`src/rtl/prog_clk_divider.sv`:
```
// Programmable clock divider: one counter yields a per-period tick and a
// registered square wave; ratio changes are deferred to the period boundary.
module prog_clk_divider #(
    parameter int CNT_W       = 20,
    parameter int DEFAULT_DIV = 524288
) (
    input  logic             clock,
    input  logic             rst,
    input  logic             en,
    input  logic             sync_clr,
    input  logic             div_wr,
    input  logic [CNT_W-1:0] div_in,
    output logic             tick,
    output logic             clk_out,
    output logic             busy,
    output logic [CNT_W-1:0] cnt_o
);

    localparam logic [CNT_W-1:0] DefDiv = CNT_W'(DEFAULT_DIV);

    logic [CNT_W-1:0] cnt_q, cnt_d;
    logic [CNT_W-1:0] ract_q, ract_d;
    logic [CNT_W-1:0] pend_q, pend_d;
    logic             busy_q, busy_d;
    logic             clk_q, clk_d;

    logic [CNT_W-1:0] half;
    logic [CNT_W-1:0] cnt_inc;
    logic [CNT_W-1:0] div_clamp;
    logic             last;
    logic             wrap;
    logic             apply;

    assign half      = ract_q >> 1;
    assign cnt_inc   = cnt_q + CNT_W'(1);
    assign div_clamp = (div_in < CNT_W'(2)) ? CNT_W'(2) : div_in;
    assign last      = (cnt_q == ract_q - CNT_W'(1));
    assign wrap      = en & last;
    // Boundary where a pending ratio may be swapped in without a glitch.
    assign apply     = wrap | sync_clr | (busy_q & ~en);

    always_comb begin
        cnt_d  = cnt_q;
        ract_d = ract_q;
        pend_d = pend_q;
        busy_d = busy_q;
        clk_d  = clk_q;
        if (apply) begin
            cnt_d  = '0;
            clk_d  = 1'b1;
            busy_d = 1'b0;
            if (div_wr) begin
                ract_d = div_clamp;
            end else if (busy_q) begin
                ract_d = pend_q;
            end
        end else begin
            if (en) begin
                cnt_d = cnt_inc;
                clk_d = (cnt_inc < half);
            end
            if (div_wr) begin
                pend_d = div_clamp;
                busy_d = 1'b1;
            end
        end
    end

    always_ff @(posedge clock or negedge rst) begin
        if (!rst) begin
            cnt_q  <= '0;
            ract_q <= DefDiv;
            pend_q <= '0;
            busy_q <= 1'b0;
            clk_q  <= 1'b0;
        end else begin
            cnt_q  <= cnt_d;
            ract_q <= ract_d;
            pend_q <= pend_d;
            busy_q <= busy_d;
            clk_q  <= clk_d;
        end
    end

    assign tick    = wrap;
    assign clk_out = clk_q;
    assign busy    = busy_q;
    assign cnt_o   = cnt_q;

endmodule

```
`config.mk`:
```
export PLATFORM = sky130hd
export DESIGN_NAME = prog_clk_divider
export DESIGN_NICKNAME = d
export VERILOG_FILES = /design/src/rtl/prog_clk_divider.sv
export SDC_FILE = /design/constraint.sdc
export NUM_CORES = 1
export LEC_CHECK = 0
export ABC_AREA = 1
export ABC_CLOCK_PERIOD_IN_PS = 6750
export BUFFER_PORTS_ARGS = -buffer_cell sky130_fd_sc_hd__buf_2
export CAP_MARGIN = 20
export CORE_ASPECT_RATIO = 0.5
export CORE_UTILIZATION = 45
export CTS_CLUSTER_SIZE = 30
export DETAILED_ROUTE_END_ITERATION = 7
export GPL_ROUTABILITY_DRIVEN = 0
export PLACE_DENSITY_LB_ADDON = 0.1
export SLEW_MARGIN = 40
export SYNTH_ARGS = -nofsm -noshare
export SYNTH_HDL_FRONTEND = slang
export SYNTH_SLANG_ARGS = --single-unit
```
`constraint.sdc`:
```
create_clock -name clock -period 6.75 [get_ports clock]
set_input_delay 0.3375 -clock clock [delete_from_list [all_inputs] [get_ports clock]]
set_output_delay 0.3375 -clock clock [all_outputs]
set_load 0.02 [all_outputs]
```
# Yosys cells after proc, flatten, opt, wreduce, memory -nomap -nowiden
# Cells that the tools add are included.
[word_totals]
regBits = 62
input_bits = 25
out_inout_bits = 23
[op_classes]
add_sub_neg = 2
n_lt_le_gt_ge = 2
n_eq_ne = 1
mux = 9
bitwise_logic = 6
n_reduce_logical = 5
[ops]
columns = ["op", "n"]
rows = [
  ["2-to-1 mux 20 bit", 5],
  ["adder 20 x 1 -> 20 bit (second input constant)", 1],
  ["equality test 20 bit", 1],
  ["less-than comparator 20 x 19 -> 1 bit", 1],
  ["less-than comparator 20 x 2 -> 1 bit (second input constant)", 1],
  ["subtractor 20 x 1 -> 20 bit (second input constant)", 1],
  ["nonzero test 2 bit", 3],
  ["2-to-1 mux 1 bit", 4],
  ["AND reduction 2 bit", 2],
  ["AND 1 bit", 2],
  ["NOT 1 bit", 2],
  ["OR 1 bit", 2],
]

# Longest topological paths before layout
# Gate-level depths: netlist (run 1).
[depth]
ltp_word = 7
depth_mapped = 20
ltp_nobuf = 20

# Worst setup path before layout (run 1)
# Ideal clock, no wire load.
[synth_path]
path_type = "register to register"
start = "register cnt_q[0], in the netlist cnt_o[0]"
end = "register clk_q, in the netlist clk_out"
arrival_time_ns = 2.608
required_ns = 6.678
slack_ns = 4.071
stages_incl_launch_ff = 20
path_buffers = 0
path_cell_list = "dfrtp_1 -> ha_1 -> nand3_1 -> nor3_1 -> nand2_1 -> nor2_1 -> nand2_1 -> nor2_1 -> nor2_1 -> a31oi_1 -> ha_1 -> nand2_1 -> nor2_1 -> a211oi_1 -> nand2_1 -> nand3_1 -> nand2_1 -> nand2_1 -> nand2_1 -> nand4_1"
[synth_via]
elab_chain_len = 5
elab_cells_between_ends = 9
[synth_lines]
columns = ["item", "line_no", "source"]
rows = [
  ["from (decl)", "21", "logic [CNT_W-1:0] cnt_q, cnt_d;"],
  ["from (signal assigned)", "77", "cnt_q <= cnt_d;"],
  ["branches (longest 5 deep; another with adder 20 x 1 -> 20 bit)", "-", ""],
  ["to (signal assigned)", "81", "clk_q <= clk_d;"],
  ["to (decl)", "25", "logic clk_q, clk_d;"],
]
# Several ways; the timed one is not identified. The select of a mux whose other input is x is not followed.
# A chain may end at the register's enable or synchronous reset.

# Final worst setup path (run 1)
# Ends and elaborated chain as after synthesis.

==> results.py, run 1 <==
metrics = {
    "floorplanning": {
        "die_area_um2": 10700,
        "die_h_um": 73.5,
        "die_x_um": 145,
        "core.rowCount": 25,
        "initial_core_util_pct": 47.6,
        "coreArea_um2": 9670,
        "pin_count": 48,
    },
    "timing": {
        "max_freq_ghz": 0.327,
        "setup-tns-final_ns": 0,
        "setup_viol": 0,
        "final_max_slew_viol_count": 0,
        "slew-limit-headroom_pct": 53.3,
        "fin_crit_ns": 3.06,
        "finalWorstSetupSlack_ns": 3.69,
        "tightest_slew_ns": 0.701,
        "hold_ws_ns": 0.0710,
        "post-route-period-util_pct": 45.3,
        "hold_viol_final": 0,
        "rsz0062_at_grt": "no",
        "finalClockSkew_ns": 0.00792,
    },
    "synth": {
        "synth_cell_types": 33,
        "syn_nets": 731,
        "synthesis.area_um2": 4600,
        "async_flop_share_pct": 100,
        "ys_seq_area_share_pct": 33.8,
        "yosys_warnings": 0,
        "synthFlopType": "dfrtp_1",
        "ys_seq_elements": 62,
        "synth_area_per_cell_um2": 6.70,
        "synth_cells": 686,
        "synth_edf_count": 0,
    },
    "setup_path": {
        "critPathKind": "reg2reg",
        "crit_path_end_kind": "flop",
        "crit_fanout": 7,
        "arrival_ns": 3.31,
        "start_kind": "flop",
        "crit_required_ns": 7.01,
    },
    "cells_and_area": {
        "antenna_cells": 0,
        "finalInstanceArea_um2": 5190,
        "final_common_cell": "nand2_1",
        "stdcell_count": 861,
        "layout-drive-gt1-share_pct": 11.6,
        "final_cell_mix": "nand2_1, inv_1, dfrtp_1",
        "syn2layout_area_growth_pct": 13.0,
        "fin_nets": 767,
    },
    "placement": {
        "numPortBuffers": 47,
        "placedInstanceArea_um2": 4900,
        "dp_slack_ns": 3.73,
        "dp_cells": 846,
        "dpl.hpwl_mm": 9.23,
    },
    "global_routing": {
        "grt_max_degree": 63,
        "gr-usage-all-layers_pct": 25.8,
        "antenna_found_initial": 0,
        "grt_pass1_wl_mm": 21.0,
        "grt-ovfl-total": 0,
        "grt_pass1_vias": 3896,
    },
    "clock_network": {
        "clk_pin_slew_ns": 0.06,
        "cts_root_buf": "clkbuf_16",
        "htree_levels": 3,
        "tritoncts": "yes",
        "clock_latency_ns": 0.34,
        "postCtsHoldBufs": 0,
        "cts-buffers-inserted": 9,
        "clk_path_buf_depth": 2,
        "clock_sinks": 62,
        "postCtsSetupRepairBufs": 0,
        "cts_resized": 0,
    },
    "min_path": {
        "min_path_type": "in2async",
    },
    "drt": {
        "vias": 4494,
        "routed_via_density": 5.22,
        "drt_iter0_drc": 462,
        "wl_per_cell_um": 14.8,
        "drc_errors": 0,
        "drt-total-wl_mm": 12.8,
        "postRouteAntennaNets": 0,
        "first_pass_iters": 5,
    },
    "power_and_ir_drop": {
        "powerDensity_nw_per_um2": 241,
        "static-leakage-power_uw": 0.00286,
        "ir_worst_vdd_uv": 116,
    },
    "run": {
        "maxCapViolations": 0,
    },
    "status": {
        "status": "finished clean",
    },
}
## power breakdown
group | switching (µW) | internal, µW
combinational | 213 | 108
sequential | 52.7 | 415
clock | 174 | 292
## synth_stat cells (all sizes together) (2+ instances only)
cell type	count	share of area, %
a21oi	12	1.3
a31oi	2	0.27
buf	10	1.6
clkbuf	15	1.2
clkinv	2	0.16
dfrtp	61	33
ha	20	5.4
inv	72	5.9
nand2	268	22
nand3	51	5.8
nand3b	3	0.49
nand4	41	5.6
nor2	63	6.1
nor3	6	0.87
nor4	4	0.54
o21ai	21	2.3
xnor2	10	1.9
xor2	21	4.0
## metrics by stage
| stage | power [µW] | util, % |
|---|---|---|
| finish | 1250 | 53.7 |
| global route | 1330 | 53.7 |
| CTS | 1260 | 53.7 |
| detailed placement | 787 | 50.7 |
| global placement | 783 | 50.6 |
| floorplan | 700 | - |
## final timing paths
| check | start | end | slack [ns] | cells after the start |
|---|---|---|---|---|
| max | cnt_o[0]$_DFFE_PN0P_ | clk_out$_DFFE_PN0P_ | 3.69 | 19 |
| min | rst | pend_q[6]$_DFFE_PN0P_ | 0.07 | 2 |
| max reg2reg | cnt_o[0]$_DFFE_PN0P_ | clk_out$_DFFE_PN0P_ | 3.69 | 19 |
| min reg2reg | pend_q[14]$_DFFE_PN0P_ | pend_q[14]$_DFFE_PN0P_ | 0.48 | 2 |
| max in group asynchronous | rst | cnt_o[5]$_DFFE_PN0P_ | 6.25 | 2 |
| min in group clock | div_in[4] | pend_q[4]$_DFFE_PN0P_ | 0.27 | 3 |
## final cells by class
class	count	area, µm²
Clock buffer	11	243
Multi-Input combinational cell	525	2640
Sequential cell	62	1550
Clock inverter	4	47.5
Tap cell	135	169
Fill cell	950	4470
Timing Repair Buffer	50	265
Inverter	74	278
## sequential cells by signal, summed over array words and instances, names as in the netlist
| name | count |
|---|---|
| clk_out | 1 |
| busy | 1 |
| ract_q | 20 |
| cnt_o | 20 |
| pend_q | 20 |
## critical path, cell delays in order, from the launching register on
cell and delay (ns):
dfrtp_1 0.43, ha_1 0.22, nand3_1 0.14, nor3_1 0.27, nand2_1 0.14, nor2_1 0.20
nand2_1 0.10, nor2_1 0.17, nor2_1 0.06, a31oi_1 0.27, ha_1 0.30, nand2_1 0.08
nor2_1 0.05, a211oi_1 0.18, nand2_1 0.09, nand3_1 0.07, nand2_1 0.06, nand2_1 0.05
nand2_1 0.05, nand4_1 0.06
## logic make-up after synthesis
kind of cell    share of synthesized area (%)
flops                                    33.8
simple gates                             41.8
compound gates                           4.16
fa+ha+maj                                5.44
buf+inv                                  8.90
xor+xnor                                 5.90
## layer usage
| metal | track usage, % | up-vias | part of all wire, % | wire length [µm] |
|---|---|---|---|---|
| met5 | 0 | - | 0 | 0 |
| met4 | 5.32 | 0 | 0.83 | 106 |
| met3 | 6.09 | 9 | 7.1 | 907 |
| met2 | 36.1 | 130 | 39 | 5030 |
| met1 | 39.7 | 2082 | 53 | 6720 |
| li1 | - | 2273 | - | - |
(Power assumes the default switching activity.)
==> run 2: changes to the inputs <==
Settings changed: ABC_CLOCK_PERIOD_IN_PS 6750 to 2600.
Clock period 6.75 ns to 2.6 ns, I/O delays scaled along.
==> run 2 against run 1 <==
Clock power rose to 2.5 times the previous value. Die area unchanged. Register-to-register slack worse by 3.6 ns. Setup slack worse by 3.6 ns. First-iteration DRC count down 30%. Power rose to 2.6 times the previous value. Clock-buffer cell count up 1.
==> results.py, run 2 (same netlist as run 1, synthesis figures left out) <==
metrics = {
    "cells_and_area": {
        "fin_nets": 804,
        "finalInstanceArea_um2": 5610,
        "final_cell_mix": "nand2_1, inv_1, dfrtp_1",
        "stdcell_count": 899,
        "final_common_cell": "nand2_1",
        "syn2layout_area_growth_pct": 22.0,
        "antenna_cells": 0,
        "layout-drive-gt1-share_pct": 19.0,
    },
    "timing": {
        "tightest_slew_ns": 0.479,
        "setup_viol": 0,
        "final_max_slew_viol_count": 0,
        "post-route-period-util_pct": 96.7,
        "slew-limit-headroom_pct": 68.1,
        "setup-tns-final_ns": 0,
        "fin_crit_ns": 2.52,
        "max_freq_ghz": 0.398,
        "hold_ws_ns": 0.0593,
        "rsz0062_at_grt": "yes",
        "finalClockSkew_ns": 0.00745,
        "hold_viol_final": 0,
    },
    "global_routing": {
        "antenna_found_initial": 0,
        "gr-usage-all-layers_pct": 26.4,
        "grt_max_degree": 27,
        "grt-ovfl-total": 0,
        "grt_pass1_wl_mm": 21.3,
        "grt_pass1_vias": 3976,
    },
    "setup_path": {
        "crit_path_end_kind": "flop",
        "crit_required_ns": 2.80,
        "r2r_setup_slack_ns": 0.08,
        "critPathKind": "reg2reg",
        "start_kind": "flop",
        "crit_fanout": 3,
        "arrival_ns": 2.72,
    },
    "floorplanning": {
        "coreArea_um2": 9670,
        "die_area_um2": 10700,
        "pin_count": 48,
        "core.rowCount": 25,
        "die_x_um": 145,
        "die_h_um": 73.5,
        "initial_core_util_pct": 47.6,
    },
    "clock_network": {
        "tritoncts": "yes",
        "clk_path_buf_depth": 2,
        "htree_levels": 3,
        "cts_root_buf": "clkbuf_16",
        "cts-buffers-inserted": 9,
        "clk_pin_slew_ns": 0.06,
        "clock_sinks": 62,
        "clock_latency_ns": 0.34,
    },
    "power_and_ir_drop": {
        "static-leakage-power_uw": 0.00307,
        "ir_worst_vdd_uv": 319,
        "finalPower_uw": 3290,
        "powerDensity_nw_per_um2": 586,
    },
    "drt": {
        "drt_iter0_drc": 322,
        "first_pass_iters": 5,
        "wl_per_cell_um": 14.7,
        "drt-total-wl_mm": 13.2,
        "drc_errors": 0,
        "postRouteAntennaNets": 0,
        "vias": 4605,
        "routed_via_density": 5.12,
    },
    "placement": {
        "dp_cells": 878,
        "placedInstanceArea_um2": 5150,
        "numPortBuffers": 47,
        "dpl.hpwl_mm": 9.65,
    },
    "status": {
        "status": "finished clean",
    },
    "min_path": {
        "min_path_type": "in2reg",
    },
    "run": {
        "maxCapViolations": 0,
    },
}
==> run 2: repair_timing <==
| action | in CTS | in global routing |
|---|---|---|
| gates cloned | 0 | 0 |
| buffers inserted | 0 | 4 |
| endpoints found under the hold margin | 19 | 0 |
| gates resized for setup | 1 | 36 |
| hold buffers | 1 | 0 |
| endpoints found under the setup margin | 1 | 16 |
| pin swaps | 0 | 14 |
==> run 2: per-stage QoR <==
stage	setup WS, ns	utilization, %
CTS	0.00205	56.4
finish	0.0847	58.0
detailed placement	-0.0223	53.3
global route	-0.111	58.0
floorplan	0.0128	-
global placement	0.0506	53.3
==> run 2: power by group <==
part | internal [µW] | switching (µW) | total (µW)
sequential | 1080 | 129 | 1210
combinational | 323 | 578 | 900
clock | 739 | 444 | 1180
total | 2140 | 1150 | 3290
==> run 2: path summary, 6_finish.rpt <==
| kind | startpoint | to | depth (start not counted) |
|---|---|---|---|
| setup / recovery | cnt_o[1]$_DFFE_PN0P_ | clk_out$_DFFE_PN0P_ | 20 |
| hold / removal | div_in[2] | pend_q[2]$_DFFE_PN0P_ | 3 |
| setup reg to reg | cnt_o[1]$_DFFE_PN0P_ | clk_out$_DFFE_PN0P_ | 20 |
| hold reg to reg | pend_q[16]$_DFFE_PN0P_ | pend_q[16]$_DFFE_PN0P_ | 2 |
| max in group asynchronous | rst | ract_q[19]$_DFFE_PN1P_ | 3 |
| min in group asynchronous | rst | pend_q[4]$_DFFE_PN0P_ | 2 |
==> run 2: worst max-delay path: stages (launching register included) <==
cell     delay (ns)
dfrtp_2        0.38
ha_4           0.16
nand3_4        0.08
nor3_4         0.20
nand2_2        0.12
nor2_2         0.13
nand3_2        0.09
xor2_2         0.17
inv_1          0.06
ha_1           0.29
nand2_2        0.07
o21ai_1        0.13
a21oi_1        0.06
nand2_2        0.07
nand2_2        0.05
nand2_2        0.06
nand3_2        0.05
nand2_1        0.05
nand2_1        0.04
nand2_1        0.05
nand4_1        0.06
==> run 2: cell type report <==
class                   count  area (µm²)
flip-flops and latches     62        1560
repair buffers             87         557
well taps                 135         169
inverters                  74         278
fillers                   934        4060
clock inverters             4        47.5
multi-input cells         525        2770
clock buffers              12         236
==> run 2: per-layer routing <==
layer	track usage, %	vias up	share of wire (%)
li1	-	2338	-
met1	40.8	2076	51
met2	36.6	177	39
met3	4.97	14	8.6
met4	7.80	0	1.2
met5	0	-	0
==> run 3: changes to the inputs <==
Settings changed: ABC_AREA 1 to unset, BUFFER_PORTS_ARGS -buffer_cell sky130_fd_sc_hd__buf_2 to -buffer_cell sky130_fd_sc_hd__buf_4.
==> run 3 against run 2 <==
Non-clock buffer count increased by 53. Core utilization increased by 9.5 points. Worst hold slack got worse by 0.0093 ns. Sequential power about the same. Die area decreased by 5.4%. Critical path type unchanged. Power increased by 13%. Largest power group is now the clock network. Register-to-register slack got worse by 0.49 ns. The run now ends with negative setup slack left. Via count decreased by 16%.
==> results.py, run 3 <==
metrics = {
    "status": {
        "status": "finished, violations left",
        "violations": "negative setup slack",
    },
    "setup_path": {
        "r2r_cells": 11,
        "timing.rr.start": "ract_q[5]$_DFFE_PN0P_",
        "start_kind": "flop",
        "r2r_setup_slack_ns": -0.40,
        "crit_required_ns": 2.81,
        "arrival_ns": 3.22,
        "reg2reg_to": "ract_q[1]$_DFFE_PN0P_",
        "crit_fanout": 6,
        "startpoint": "ract_q[5]$_DFFE_PN0P_",
        "crit_path_end_kind": "flop",
        "critPathKind": "reg2reg",
    },
    "clock_network": {
        "tritoncts": "yes",
        "clk_path_buf_depth": 2,
        "clock_sinks": 62,
        "clock_latency_ns": 0.33,
        "cts-buffers-inserted": 9,
        "cts_root_buf": "clkbuf_16",
        "htree_levels": 3,
        "clk_pin_slew_ns": 0.05,
    },
    "drt": {
        "wl_per_cell_um": 18.1,
        "vias": 3858,
        "routed_via_density": 5.52,
        "drc_errors": 0,
        "drt_iter0_drc": 229,
        "drt-total-wl_mm": 12.7,
        "first_pass_iters": 5,
        "postRouteAntennaNets": 0,
    },
    "power_and_ir_drop": {
        "ir_worst_vdd_uv": 410,
        "powerDensity_nw_per_um2": 607,
        "finalPower_uw": 3700,
        "static-leakage-power_uw": 0.00296,
    },
    "synth": {
        "async_flop_share_pct": 100,
        "synth.top_cell.area_share_pct": 35.1,
        "yosys.area_share.simple_pct": 18.4,
        "synth_cells": 435,
        "synthAdderAreaFrac_pct": 5.76,
        "ys_seq_area_share_pct": 35.8,
        "synthFlopType": "dfrtp_1",
        "muxShareOfSynthArea_pct": 16.9,
        "synthTopCellsByArea": "dfrtp_1, mux2i_1, mux2_4, ha_1, xnor2_1",
        "ys_seq_elements": 62,
        "yosys_warnings": 0,
        "synth_compound_area_share_pct": 10.1,
        "synth_cell_types": 54,
        "synth_most_common_cell": "dfrtp_1",
        "synth_edf_count": 0,
        "synth_xor_area_share_pct": 8.47,
        "synth_top_family_by_area": "simple AND/OR/NAND/NOR gates",
        "synth_area_per_cell_um2": 9.98,
        "synth_top_cell_by_area": "dfrtp_1",
        "synthesis.area_um2": 4340,
        "syn_nets": 480,
        "ys_top_cells_by_count": "dfrtp_1, mux2i_1, nor2_1",
    },
    "min_path": {
        "holdPathEnd": "pend_q[12]$_DFFE_PN0P_",
        "min_path_type": "in2reg",
        "holdPathStages": 2,
        "hp-start": "div_in[12]",
    },
    "cells_and_area": {
        "antenna_cells": 0,
        "finalInstanceArea_um2": 6100,
        "final_cell_mix": "buf_4, dfrtp_1, mux2i_1",
        "fin_nets": 609,
        "final_common_cell": "buf_4",
        "layout-drive-gt1-share_pct": 39.7,
        "stdcell_count": 699,
        "syn2layout_area_growth_pct": 40.5,
    },
    "placement": {
        "dp_cells": 673,
        "dp_slack_ns": -0.468,
        "numPortBuffers": 47,
        "dpl.hpwl_mm": 9.31,
        "placedInstanceArea_um2": 5490,
    },
    "floorplanning": {
        "coreArea_um2": 9040,
        "die_h_um": 71.5,
        "initial_core_util_pct": 48.0,
        "core.rowCount": 24,
        "die_x_um": 141,
        "pin_count": 48,
        "die_area_um2": 10100,
    },
    "timing": {
        "final_max_slew_viol_count": 0,
        "max_freq_ghz": 0.333,
        "tightest_slew_ns": 0.592,
        "slew-limit-headroom_pct": 60.6,
        "fin_crit_ns": 3.00,
        "setup_viol": 63,
        "hold_ws_ns": 0.0500,
        "post-route-period-util_pct": 116,
        "finalWorstSetupSlack_ns": -0.405,
        "rsz0062_at_grt": "yes",
        "hold_viol_final": 0,
        "finalClockSkew_ns": 0.00396,
    },
    "global_routing": {
        "grt_max_degree": 63,
        "grt_pass1_vias": 3625,
        "antenna_found_initial": 0,
        "gr-usage-all-layers_pct": 26.6,
        "grt_pass1_wl_mm": 19.8,
        "grt-ovfl-total": 0,
    },
    "run": {
        "maxCapViolations": 0,
    },
}
run 3: worst max-delay path, stage by stage, from the launching register on:
cell and delay, ns:
dfrtp_1 0.37, or4_4 0.58, buf_4 0.16, nor3_1 0.33
nand3_1 0.18, a21oi_1 0.18, and4_4 0.26, a31oi_4 0.10
buf_4 0.15, o21ai_2 0.11, buf_6 0.16, mux2_4 0.30
run 3: where the power goes:
| part | internal, µW | switching, µW |
|---|---|---|
| registers | 1100 | 105 |
| logic | 584 | 582 |
| clock network | 890 | 439 |
| total | 2580 | 1130 |
run 3: metal layers:
layer  part of all wire, %  vias to the layer above  GRT usage [%]
li1                      -                     1837              -
met1                    52                     1874           42.0
met2                    39                      132           35.4
met3                   7.7                       15           6.95
met4                   1.1                        0           5.68
met5                     0                        -              0
run 3: how the worst max path moves through the flow:
stage	end	slack [ns]	depth (start not counted)
after floorplan	ract_q[1]$_DFFE_PN0P_	-0.37	10
after global placement	pend_q[0]$_DFFE_PN0P_	-0.41	9
after detailed placement	pend_q[1]$_DFFE_PN0P_	-0.47	9
after CTS	pend_q[1]$_DFFE_PN0P_	-0.35	9
after global routing	ract_q[7]$_DFFE_PN0P_	-0.43	12
final	ract_q[1]$_DFFE_PN0P_	-0.40	11
run 3: cell type report:
| type | count | area, µm² |
|---|---|---|
| Clock buffer | 11 | 253 |
| Clock inverter | 5 | 81.3 |
| Fill cell | 737 | 2940 |
| Inverter | 21 | 78.8 |
| Multi-Input combinational cell | 330 | 2830 |
| Sequential cell | 62 | 1560 |
| Tap cell | 130 | 163 |
| Timing Repair Buffer | 140 | 1130 |
run 3: cells by family after synthesis:
| family | after synthesis |
|---|---|
| and+or+nand+nor | 136 |
| AOI/OAI and AO/OA | 69 |
| muxes | 63 |
| DFF | 62 |
| buffers and inverters | 43 |
| xor gates and xnor gates | 42 |
| adders and majority gates | 20 |
run 3: what timing repair did:
| action | CTS | global route |
|---|---|---|
| resized for setup | 23 | 15 |
| endpoints found under the setup margin | 63 | 63 |
| hold buffers | 1 | 0 |
| buffers inserted | 4 | 4 |
| pin swaps | 13 | 16 |
| endpoints found under the hold margin | 61 | 0 |
| cloned | 0 | 1 |
run 3: metrics by stage:
stage | TNS [ns] | utilization (%)
4_1_cts | -15.32 | 66.0
3_5_place_dp | -21.57 | 60.7
3_3_place_gp | -17.12 | 60.7
2_1_floorplan | -11.36 | -
6_report | -19.27 | 67.5
5_1_grt | -21.99 | 67.5
